<file path="config.mk">
export PLATFORM = sky130hd
export DESIGN_NAME = tlc5615_drive
export DESIGN_NICKNAME = d
export VERILOG_FILES = /design/src/rtl/tlc5615_pkg.sv /design/src/rtl/tlc5615_tick_gen.sv /design/src/rtl/tlc5615_drive.sv
export SDC_FILE = /design/constraint.sdc
export NUM_CORES = 1
export LEC_CHECK = 0
export CORE_UTILIZATION = 60
export DETAILED_ROUTE_END_ITERATION = 8
export PLACE_DENSITY = 0.81
export SLEW_MARGIN = 15
export SYNTH_ARGS = -nofsm -noshare
export SYNTH_HDL_FRONTEND = slang
export SYNTH_SLANG_ARGS = --single-unit
</file>
<file path="constraint.sdc">
create_clock -name clk -period 5.1 [get_ports clk]
set_clock_uncertainty 0.1 [all_clocks]
set_input_delay 1.02 -clock clk [delete_from_list [all_inputs] [get_ports clk]]
set_output_delay 1.02 -clock clk [all_outputs]
set_load 0.005 [all_outputs]
</file>
<file path="src/rtl/tlc5615_pkg.sv">
// -----------------------------------------------------------------------------
// tlc5615_pkg
// Shared constants and types for the TLC5615 serial-DAC transmitter.
//   FRAME_LEN : bits shifted per DAC write (data + pad)
//   DATA_W    : DAC sample width
//   PAD_BITS  : trailing zero bits the DAC ignores
//   state_t   : transmitter FSM state encoding
//   frame_of  : builds the MSB-first frame word from a sample
// -----------------------------------------------------------------------------
package tlc5615_pkg;

  localparam int FRAME_LEN = 12;
  localparam int DATA_W    = 10;
  localparam int PAD_BITS  = 2;

  typedef enum logic [2:0] {
    ST_IDLE  = 3'd0,
    ST_LEAD  = 3'd1,
    ST_SHIFT = 3'd2,
    ST_TRAIL = 3'd3,
    ST_GAP   = 3'd4
  } state_t;

  // Sample followed by the zero pad bits, ready to shift out MSB first.
  function automatic logic [FRAME_LEN-1:0] frame_of(input logic [DATA_W-1:0] d);
    return {d, {PAD_BITS{1'b0}}};
  endfunction

endpackage

</file>
<file path="src/rtl/tlc5615_tick_gen.sv">
// -----------------------------------------------------------------------------
// tlc5615_tick_gen
// Half-period pacing for SCLK. An 8-bit counter runs while `run` is high and
// flags `tick` on the cycle it holds CLK_DIV-1, then wraps to 0.
//   clk   : system clock
//   reset : asynchronous active-low reset
//   run   : count enable (transmitter outside IDLE)
//   clear : synchronous counter clear (frame accept)
//   tick  : one-cycle strobe, one per CLK_DIV enabled cycles
// -----------------------------------------------------------------------------
module tlc5615_tick_gen #(
  parameter int CLK_DIV = 120
) (
  input  logic clk,
  input  logic reset,
  input  logic run,
  input  logic clear,
  output logic tick
);

  localparam logic [7:0] LAST = 8'(CLK_DIV - 1);

  logic [7:0] r_cnt;

  // Divider counter: cleared on accept, advances only while running.
  always_ff @(posedge clk or negedge reset) begin
    if (!reset) begin
      r_cnt <= 8'd0;
    end else if (clear) begin
      r_cnt <= 8'd0;
    end else if (run) begin
      if (r_cnt == LAST) begin
        r_cnt <= 8'd0;
      end else begin
        r_cnt <= r_cnt + 8'd1;
      end
    end else begin
      r_cnt <= r_cnt;
    end
  end

  // Decoded from the counter register; the FSM consumes it on the same edge
  // the counter wraps, so edges land exactly CLK_DIV cycles apart.
  assign tick = run && (r_cnt == LAST);

endmodule

</file>
<file path="src/rtl/tlc5615_drive.sv">
// -----------------------------------------------------------------------------
// tlc5615_drive
// Serial transmitter for the TLC5615 10-bit DAC. Takes one sample per
// valid/ready handshake and sends the 12-bit frame {din, 2'b00} MSB first on
// CS/SCLK/DIN, paced by tlc5615_tick_gen. All outputs are registered.
//   clk       : system clock
//   reset     : asynchronous active-low reset
//   din_valid : sample offered on din
//   din       : 10-bit unsigned sample
//   din_ready : transmitter idle, sample will be accepted
//   done      : one-cycle pulse after the frame and CS-high gap
//   cs        : DAC chip select, active low
//   sclk      : DAC serial clock, idles low
//   sdo       : DAC serial data (to DAC DIN pin)
// -----------------------------------------------------------------------------
module tlc5615_drive #(
  parameter int CLK_DIV   = 120,
  parameter int GAP_TICKS = 4
) (
  input  logic       clk,
  input  logic       reset,
  input  logic       din_valid,
  input  logic [9:0] din,
  output logic       din_ready,
  output logic       done,
  output logic       cs,
  output logic       sclk,
  output logic       sdo
);

  import tlc5615_pkg::*;

  localparam logic [3:0] LAST_BIT = 4'(FRAME_LEN - 1);
  localparam logic [3:0] LAST_GAP = 4'(GAP_TICKS - 1);

  state_t                 r_state;
  logic [FRAME_LEN-1:0]   r_shift;
  logic [3:0]             r_bit_cnt;
  logic [3:0]             r_gap_cnt;
  logic                   r_cs;
  logic                   r_sclk;
  logic                   r_sdo;
  logic                   r_din_ready;
  logic                   r_done;

  logic                   w_accept;
  logic                   w_run;
  logic                   w_tick;

  assign w_accept = din_valid && r_din_ready && (r_state == ST_IDLE);
  assign w_run    = (r_state != ST_IDLE);

  tlc5615_tick_gen #(
    .CLK_DIV (CLK_DIV)
  ) u_tick_gen (
    .clk   (clk),
    .reset (reset),
    .run   (w_run),
    .clear (w_accept),
    .tick  (w_tick)
  );

  // Transmitter FSM with shift register, bit/gap counters and output regs.
  always_ff @(posedge clk or negedge reset) begin
    if (!reset) begin
      r_state     <= ST_IDLE;
      r_shift     <= {FRAME_LEN{1'b0}};
      r_bit_cnt   <= 4'd0;
      r_gap_cnt   <= 4'd0;
      r_cs        <= 1'b1;
      r_sclk      <= 1'b0;
      r_sdo       <= 1'b0;
      r_din_ready <= 1'b1;
      r_done      <= 1'b0;
    end else begin
      r_done <= 1'b0;
      case (r_state)
        ST_IDLE: begin
          if (w_accept) begin
            r_shift     <= frame_of(din);
            r_sdo       <= din[9];
            r_cs        <= 1'b0;
            r_din_ready <= 1'b0;
            r_bit_cnt   <= 4'd0;
            r_state     <= ST_LEAD;
          end else begin
            r_state <= ST_IDLE;
          end
        end
        ST_LEAD: begin
          if (w_tick) begin
            r_sclk  <= 1'b1;
            r_state <= ST_SHIFT;
          end else begin
            r_state <= ST_LEAD;
          end
        end
        ST_SHIFT: begin
          if (w_tick) begin
            if (r_sclk) begin
              // Falling edge: present the next bit so it has a full
              // half-period of setup before the following rise.
              r_sclk    <= 1'b0;
              r_shift   <= {r_shift[FRAME_LEN-2:0], 1'b0};
              r_bit_cnt <= r_bit_cnt + 4'd1;
              if (r_bit_cnt == LAST_BIT) begin
                r_sdo   <= 1'b0;
                r_state <= ST_TRAIL;
              end else begin
                r_sdo   <= r_shift[FRAME_LEN-2];
                r_state <= ST_SHIFT;
              end
            end else begin
              r_sclk <= 1'b1;
            end
          end else begin
            r_state <= ST_SHIFT;
          end
        end
        ST_TRAIL: begin
          if (w_tick) begin
            r_cs      <= 1'b1;
            r_gap_cnt <= 4'd0;
            r_state   <= ST_GAP;
          end else begin
            r_state <= ST_TRAIL;
          end
        end
        ST_GAP: begin
          if (w_tick) begin
            r_gap_cnt <= r_gap_cnt + 4'd1;
            // The tick that brings the count to GAP_TICKS ends the gap.
            if (r_gap_cnt == LAST_GAP) begin
              r_din_ready <= 1'b1;
              r_done      <= 1'b1;
              r_state     <= ST_IDLE;
            end else begin
              r_state <= ST_GAP;
            end
          end else begin
            r_state <= ST_GAP;
          end
        end
        default: begin
          r_state     <= ST_IDLE;
          r_cs        <= 1'b1;
          r_sclk      <= 1'b0;
          r_sdo       <= 1'b0;
          r_din_ready <= 1'b1;
        end
      endcase
    end
  end

  assign din_ready = r_din_ready;
  assign done      = r_done;
  assign cs        = r_cs;
  assign sclk      = r_sclk;
  assign sdo       = r_sdo;

endmodule

</file>
## Word level (Yosys, flattened, before mapping)

Cells that the tools add are included.
W data, S select, Z words.

- Add/sub/neg operators: 3
- Eq/ne operators: 15
- Muxes and demuxes: 40
- Bitwise gates (word level): 4
- Reductions and logical operators: 18

Operator list:

| cell | count |
|---|---|
| $mux W11 | 3 |
| $mux W8 | 3 |
| $pmux W11 S2 | 1 |
| $mux W4 | 5 |
| $pmux W4 S2 | 2 |
| $mux W1 | 15 |
| $mux W3 | 5 |
| $pmux W3 S5 | 1 |
| $pmux W1 S3 | 4 |
| $reduce_and A4 Y1 | 3 |
| $reduce_or A3 Y1 | 4 |
| $ne A2 B1 Y1 const B | 5 |
| $reduce_and A3 Y1 | 3 |
| $add A4 B1 Y4 const B | 2 |
| $add A8 B1 Y8 const B | 1 |
| $eq A8 B7 Y1 const B | 1 |
| $eq A3 B2 Y1 const B | 2 |
| $reduce_bool A2 Y1 | 3 |
| $eq A4 B2 Y1 const B | 1 |
| $eq A4 B4 Y1 const B | 1 |
| $ne A2 B2 Y1 const B | 2 |
| $not A1 Y1 | 4 |
| $eq A3 B1 Y1 const B | 1 |
| $eq A3 B3 Y1 const B | 1 |
| other kinds (5) | 7 |

- Bits in registers: 35
- Input port bits: 13
- Output and inout bits: 5
- Logic and storage cells: 90

## Longest topological paths before layout

Gate-level depths: netlist (run 1).

- Word-level depth: 5
- Mapped depth: 6
- Gate-level depth less buffers: 5

## By module

Synthesis (run 1) repeated with hierarchy kept, for this count alone.

- Cells, all modules: 189
- Area total of the unflattened synthesis: 1791.7 um^2

Modules (own cells, without submodules):

| module | instances | cells an instance | area an instance (um^2) | seq. area each (um^2) |
|---|---|---|---|---|
| tlc5615_drive | 1 | 140 | 1323.8 | 628.1 |
| tlc5615_tick_gen | 1 | 49 | 467.9 | 200.2 |

## Least setup slack after synthesis (run 1)

No wires, ideal clock.

- Path type: input to register
- Start: in din_valid
- End: reg r_shift[4]
- Library setup time: 0.125 ns
- Arrival: 1.978 ns
- Required time: 4.875 ns
- Slack: 2.896 ns
- Stages: 5
- Buffers on the path: 1
- Path through: and3b_1 > o21ai_2 > or2_4 > buf_6 > mux2_4

- Cells in the longest elaborated chain, start to end: 4

Ends and longest elaborated chain:

| what | RTL line | RTL |
|---|---|---|
| start, declared | tlc5615_drive.sv:22 | `input logic din_valid,` |
| $logic_and A1 B1 Y1 (2 in a row) | tlc5615_drive.sv:50 | `assign w_accept = din_valid && r_din_ready && (r_state == ST_IDLE);` |
| $ne A2 B1 Y1 (no source line) | -- |  |
| $reduce_and A4 Y1 (no source line) | -- |  |
| end signal, assigned | tlc5615_drive.sv:67 | `r_shift <= {FRAME_LEN{1'b0}};` |
| end signal, assigned | tlc5615_drive.sv:80 | `r_shift <= frame_of(din);` |
| end signal, assigned | tlc5615_drive.sv:104 | `r_shift <= {r_shift[FRAME_LEN-2:0], 1'b0};` |
| end, declared | tlc5615_drive.sv:37 | `logic [FRAME_LEN-1:0] r_shift;` |

Every way passes these cells.
A chain may end at the register's enable or synchronous reset.

## Worst setup path in the final report (run 1)

- Start: reg r_din_ready (netlist: din_ready)
- End: out din_ready

RTL lines:

| what | RTL line | RTL |
|---|---|---|
| start, declared | tlc5615_drive.sv:43 | `logic r_din_ready;` |
| start signal, assigned | tlc5615_drive.sv:73 | `r_din_ready <= 1'b1;` |
| start signal, assigned | tlc5615_drive.sv:83 | `r_din_ready <= 1'b0;` |
| start signal, assigned | tlc5615_drive.sv:134 | `r_din_ready <= 1'b1;` |
| end, declared | tlc5615_drive.sv:24 | `output logic din_ready,` |

No word-level cell between the ends.

==> summary.md, run 1 <==
| Metric | Value |
|---|---|
| Status | `complete, but fails checks` |
| Violated checks | `design-rule violations` |
| Met2 Usage GRT | `a little over 50%` |
| Max-slew violations | `0` |
| Via count | `between 1k and 1.5k` |
| Initial antenna violation count | `0` |
| Leading post-synthesis cells by cell area | `dfrtp_1, mux2_2, mux2_4` |
| HPWL Detailed | `2.85 mm` |
| VDD IR-drop max | `0.228 mV` |
| HP Class | `reg -> reg` |
| Crit Reg-Reg Startpoint | `u_tick_gen.r_cnt[0]` |
| Setup WS pre-CTS | `2.26 ns` |
| Crit path cell chain | `clkdlybuf4s50_1` |
| Post-Synthesis Cell Area | `0.00179 mm2` |
| Layout cells sized above 1 | `17.0%` |
| Setup crit start kind | `flop` |
| Diode count | `0` |
| CTS max path bufs | `2` |
| Die Y | `56.7 um` |
| Post-synth top area cell | `dfrtp_1` |
| Slew headroom | `58.1%` |
| Max FO, Critical Path | `7` |
| Grt met3 use | `5.53%` |
| Vias/cell | `6.56` |
| Post-Syn Nets | `192` |
| Antenna viol nets, final | `0` |
| TritonCTS clock tree | `built` |
| Crit path max-delay family | `flip-flops` |
| Synth Area per Inst | `between 10 and 15 um2` |
| Setup CP Type | `reg -> out` |
| Crit. End Element | `output pin` |
| Worst EP required | `3.98 ns` |
| Final setup vio count | `0` |
| CTS Buf Count | `5` |
| Max Fclk | `between 300 and 400 MHz` |
| Fin. Hold Viols | `0` |
| Register area share after synthesis | `46.2%` |
| First-pass GRT wire length | `about 7.3 mm` |
| CTS-repair resized insts | `0` |
| Io pins | `18` |
| Vias in the first global route | `approximately 1.6k` |
| Gpl congestion | `0.846` |
| Row Count | `19` |
| Routed wire per std cell | `18.0 um` |
| Die W | `56.7 um` |
| Yosys reg bits | `33` |
| Syn Inst Count | `176` |
| Setup TNS | `0 ns` |
| Clk_lat worst skew | `0.34 ns` |
| Post-CTS Setup Bufs | `0` |
| Clk sinks | `33` |
| Most common cell in the netlist | `dfrtp_1` |
| H-tree depth | `2` |
| CTS Hold Bufs | `0` |
| Final worst slack | `2.54 ns` |
| Number of port buffers | `17` |
| DRC errors left | `2` |
| Crit share post-route | `50.3%` |
| Die footprint | `0.00321 mm2` |
| PD cells | `approximately 250 mW/mm2` |
| Buf/Inv on CP | `1` |
| Initial core utilization | `63.9%` |
| Pin count of the biggest net entering global routing | `34` |
| Ys async rst share | `100%` |
| # nets final | `around 210` |
| CP max stage cell | `dfstp_2` |
| Synth Flop Type | `dfrtp_1` |
| R2r setup slk | `2.85 ns` |
| Post-synth EDFFs | `0` |
| Clk slew on worst S/H paths | `around 0.11 ns` |
| GRT Util Overall | `29.8%` |
| RSZ-0062 raised after global routing | `false` |
| P_leak | `0.855 nW` |
| Hold Crit Start | `u_tick_gen.r_cnt[7]` |
| Max Cap Viol | `0` |
| Clk root buf | `clkbuf_4` |
| Synth cell types | `49` |
| Max stage delay on crit path | `~0.6 ns` |
| Hold Crit Depth | `1` |
| 1st-iter DRT viols | `201` |
| Worst Hold End | `u_tick_gen.r_cnt[7]` |
| R2R Path End | `r_state[0]` |
| Synth cell count leaders | `dfrtp_1, nand2_1, a21oi_1` |
| Pre-Repair DR Iteration Count | `6` |
| GRT busiest layer | `met2` |
| DRT Wirelength | `4.04 mm` |
| GR Util met1 | `37.9%` |
| Final Core Density | `73.6%` |
| Yosys warns | `0` |
| Final min period | `2.56 ns` |
| Area grow syn2layout | `15.2%` |
| Arr. time, crit path | `1.44 ns` |
| FF-to-FF path depth | `5` |
| Area share of the largest cell type after synthesis | `a little over two fifths` |
| Gr ovfl total | `0` |
| Worst slew pin tran | `around 0.63 ns` |
| Core area | `around 0.0028 mm2` |
==> cells in the final DEF (no fill, tap or decap), drive strengths merged, types with 3 or more instances in the layout <==
cell type      instances
and3                   3
clkdlybuf4s50         17
a31oi                  5
nand2                 15
clkbuf                 5
a21oi                 15
nand3                 11
ha                     3
nand4                  4
nor2                  10
o21ai                  6
mux2                  16
dfrtp                 31
inv                    4
nor3                   7
==> report_power, final <==
group          leakage, nW  switching, mW  internal [mW]  total, mW
combinational        0.387        0.00708         0.0108     0.0179
sequential           0.413              0          0.262      0.262
clock               0.0552         0.0938          0.152      0.246
total                0.855          0.101          0.424      0.525
==> metrics by stage <==
stage | cell area, um2 | hold slack [ns] | instances | power, mW
floorplan | 1790 | 0.343 | 176 | 0.270
global placement | 1960 | 0.361 | 217 | 0.285
detailed placement | 1960 | 0.375 | 217 | 0.285
CTS | 2070 | 0.392 | 225 | 0.528
global route | 2070 | 0.411 | 225 | 0.541
finish | 2070 | 0.400 | 225 | 0.525
==> final cells by class <==
type                       count  area (um2)
fill                         207         739
inverter                       4        15.0
tap                           31        38.8
timing repair buffer          18         178
clock buffer                   5        37.5
multi-input combinational    131         903
clock inverter                 3        65.1
sequential                    33         828
==> kinds of logic after synthesis <==
| logic type | count (synthesis) | share of synthesized area, % |
|---|---|---|
| xor gates and xnor gates | 3 | 1.47 |
| adders and majority gates | 3 | 2.09 |
| DFF | 33 | 46.2 |
| buffers and inverters | 12 | 3.42 |
| AOI/OAI and AO/OA | 45 | 16.9 |
| and+or+nand+nor | 64 | 18.6 |
| muxes | 16 | 11.3 |
==> layer usage <==
metal | part of all wire, % | routed length [um] | vias up
li1 | - | - | 690
met1 | 41 | 1650 | 712
met2 | 52 | 2090 | 59
met3 | 5.1 | 208 | 14
met4 | 2.2 | 87 | 0
met5 | 0 | 0 | -
==> how the worst max path moves through the flow <==
stage               from     endpoint  slack (ns)  depth (start not counted)
2_1_floorplan  din_valid   r_shift[4]        2.90                          5
3_3_place_gp   din_valid   r_shift[3]        2.32                          5
3_5_place_dp   din_valid  r_shift[10]        2.26                          5
4_1_cts        din_ready    din_ready        2.53                          1
5_1_grt        din_ready    din_ready        2.49                          1
6_report       din_ready    din_ready        2.54                          1
==> registers in the layout, summed over array words and instances (netlist names) <==
signal            flops
sdo                   1
sclk                  1
done                  1
r_bit_cnt             4
din_ready             1
r_shift               9
cs                    1
u_tick_gen.r_cnt      8
r_gap_cnt             4
r_state               3
Note: power is estimated with default switching activity, not from simulation.
==> inputs of run 2 (changes only) <==
- CORE_UTILIZATION: 60 -> 56
- PLACE_DENSITY: 0.81 -> 0.77
- clock period: 5.1 -> 2.4 ns (I/O delays scaled with it)
==> summary.md, run 2 (same netlist as run 1, synthesis figures left out) <==
| Metric | Value |
|---|---|
| First-pass GRT wire length | `around 6.5 mm` |
| # nets final | `approximately 210` |
| Commonest cells after routing, fill and taps aside | `dfrtp_1, clkdlybuf4s50_1, nand2_1` |
| Max FO, Critical Path | `9` |
| Crit path cell chain | `ha_1 -> and4bb_4 -> nand2_1 -> buf_4 -> o21ba_2 -> nor3_1` |
| Max reg flops | `9` |
| Max Fclk | `between 400 and 500 MHz` |
| Setup CP Type | `reg -> reg` |
| Top reg by flops | `r_shift` |
| DRT Wirelength | `3.75 mm` |
| NetSw | `0.220 mW` |
| Row Count | `20` |
| Diode count | `0` |
| PD cells | `440 mW/mm2` |
| CTS Hold Bufs | `0` |
| Total power | `just over 0.9 mW` |
| Clk root buf | `clkbuf_4` |
| Pin count of the biggest net entering global routing | `34` |
| Clock Power Share | `34.6%` |
| Arr. time, crit path | `2.26 ns` |
| Worst slew pin tran | `0.570 ns` |
| Gr ovfl total | `0` |
| CTS max path bufs | `2` |
| Worst EP required | `2.57 ns` |
| Met2 Usage GRT | `40.2%` |
| Area grow syn2layout | `15.1%` |
| Cell Int Power | `slightly below 0.7 mW` |
| DRC errors left | `0` |
| Leading cell type in the layout, fill and taps excluded | `dfrtp_1` |
| Comb power frac | `4.3%` |
| Grt met3 use | `under 10%` |
| Clk slew on worst S/H paths | `~0.11 ns` |
| Initial antenna violation count | `0` |
| Layout cells sized above 1 | `18.7%` |
| GRT Util Overall | `25.8%` |
| Setup WS pre-CTS | `0.221 ns` |
| Clk_lat worst skew | `0.35 ns` |
| Number of port buffers | `17` |
| Vias in the first global route | `1,402` |
| 1st-iter DRT viols | `113` |
| GRT busiest layer | `met2` |
| Switching share of power | `approximately 24%` |
| CP max stage cell | `dfrtp_1` |
| Io pins | `18` |
| Final setup vio count | `0` |
| Slew headroom | `61.8%` |
| Max-slew violations | `0` |
| Largest regs | `r_shift (9), u_tick_gen.r_cnt (8)` |
| Max Cap Viol | `0` |
| Gpl congestion | `0.835` |
| Core area | `0.00305 mm2` |
| Post-CTS Setup Bufs | `0` |
| Fin. Hold Viols | `0` |
| VDD IR-drop max | `0.360 mV` |
| Final worst slack | `just over 0.3 ns` |
| Crit. End Element | `flop` |
| P_leak | `approximately 0.85 nW` |
| HPWL Detailed | `2.69 mm` |
| CTS-repair resized insts | `0` |
| Die Y | `58.6 um` |
| Setup crit start kind | `flop` |
| GR Util met1 | `33.9%` |
| Via count | `1,470` |
| Routed wire per std cell | `15.5 um` |
| Status | `completed` |
| Max stage delay on crit path | `between 0.4 and 0.5 ns` |
| Pre-Repair DR Iteration Count | `4` |
| TritonCTS clock tree | `built` |
| Initial core utilization | `58.7%` |
| CTS Buf Count | `5` |
| Crit share post-route | `between 80% and 90%` |
| Antenna viol nets, final | `0` |
| Vias/cell | `between 6 and 7` |
| Fill cells | `247` |
| RSZ-0062 raised after global routing | `false` |
| HP Class | `reg -> reg` |
| Reg power frac | `around 61%` |
| Setup TNS | `0 ns` |
| Die W | `58.6 um` |
| Clk sinks | `33` |
| Die footprint | `about 0.0034 mm2` |
| Final min period | `about 2.1 ns` |
| H-tree depth | `2` |
-- run 2: changes by cell type in the layout (fill, tap and decap cells not counted), sizes merged --
cell | previous run | this run
clkinvlp | 0 | 1
clkinv | 1 | 2
buf | 1 | 5
bufinv | 2 | 0
-- run 2: worst max-delay path: cells and delay by family, from the launching register on --
| kind | cells | cell delay [ns] |
|---|---|---|
| and+or+nand+nor | 3 | 0.70 |
| DFF | 1 | 0.48 |
| adders and majority gates | 1 | 0.29 |
| buffers and inverters | 1 | 0.23 |
| AOI/OAI and AO/OA | 1 | 0.21 |
-- run 2: per-stage QoR --
step	utilization [%]	cells	cell area (um2)	hold WS (ns)
CTS	67.6	242	2060	0.394
detailed placement	65.8	234	2010	0.379
finish	67.6	242	2060	0.396
floorplan	-	176	1790	0.0844
global route	67.6	242	2060	0.430
global placement	65.8	234	2010	0.367
-- run 2: final timing paths --
| check | start | endpoint | slack [ns] | depth (start not counted) |
|---|---|---|---|---|
| worst max-delay path | u_tick_gen.r_cnt[0] | r_gap_cnt[3] | 0.31 | 6 |
| worst min-delay path | u_tick_gen.r_cnt[7] | u_tick_gen.r_cnt[7] | 0.40 | 1 |
| worst max register to register | u_tick_gen.r_cnt[0] | r_gap_cnt[3] | 0.31 | 6 |
| worst min register to register | u_tick_gen.r_cnt[7] | u_tick_gen.r_cnt[7] | 0.40 | 1 |
| max in group asynchronous | reset | cs | 1.46 | 2 |
| min in group asynchronous | reset | done | 0.41 | 2 |
-- run 2: final cells by class --
class                   count  area, um2  share of cell area [%]
flip-flops and latches     33        828                    40.1
multi-input cells         131        903                    43.8
repair buffers             22        208                    10.1
clock inverters             3       17.5                   0.848
well taps                  44       55.1                    2.67
inverters                   4       15.0                   0.727
clock buffers               5       37.5                    1.82
-- run 2: layer usage --
layer	routed length [um]	vias to the layer above
li1	-	698
met1	1600	713
met2	1860	53
met3	241	6
met4	51	0
met5	0	-
-- run 2: power groups by stage --
stage | Combinational (mW) | Clock (mW) | Sequential (mW)
after global placement | 0.0384 | 0 | 0.567
after detailed placement | 0.0398 | 0 | 0.567
after CTS | 0.0401 | 0.324 | 0.556
after global routing | 0.0433 | 0.354 | 0.556
after floorplan | 0.00635 | 0 | 0.567
final | 0.0387 | 0.314 | 0.556
==> inputs of run 3 (changes only) <==
- CTS_CLUSTER_SIZE: not set -> 30
==> results of run 3 <==
Same layout as run 2: the final DEF is identical, and so are final timing and power.
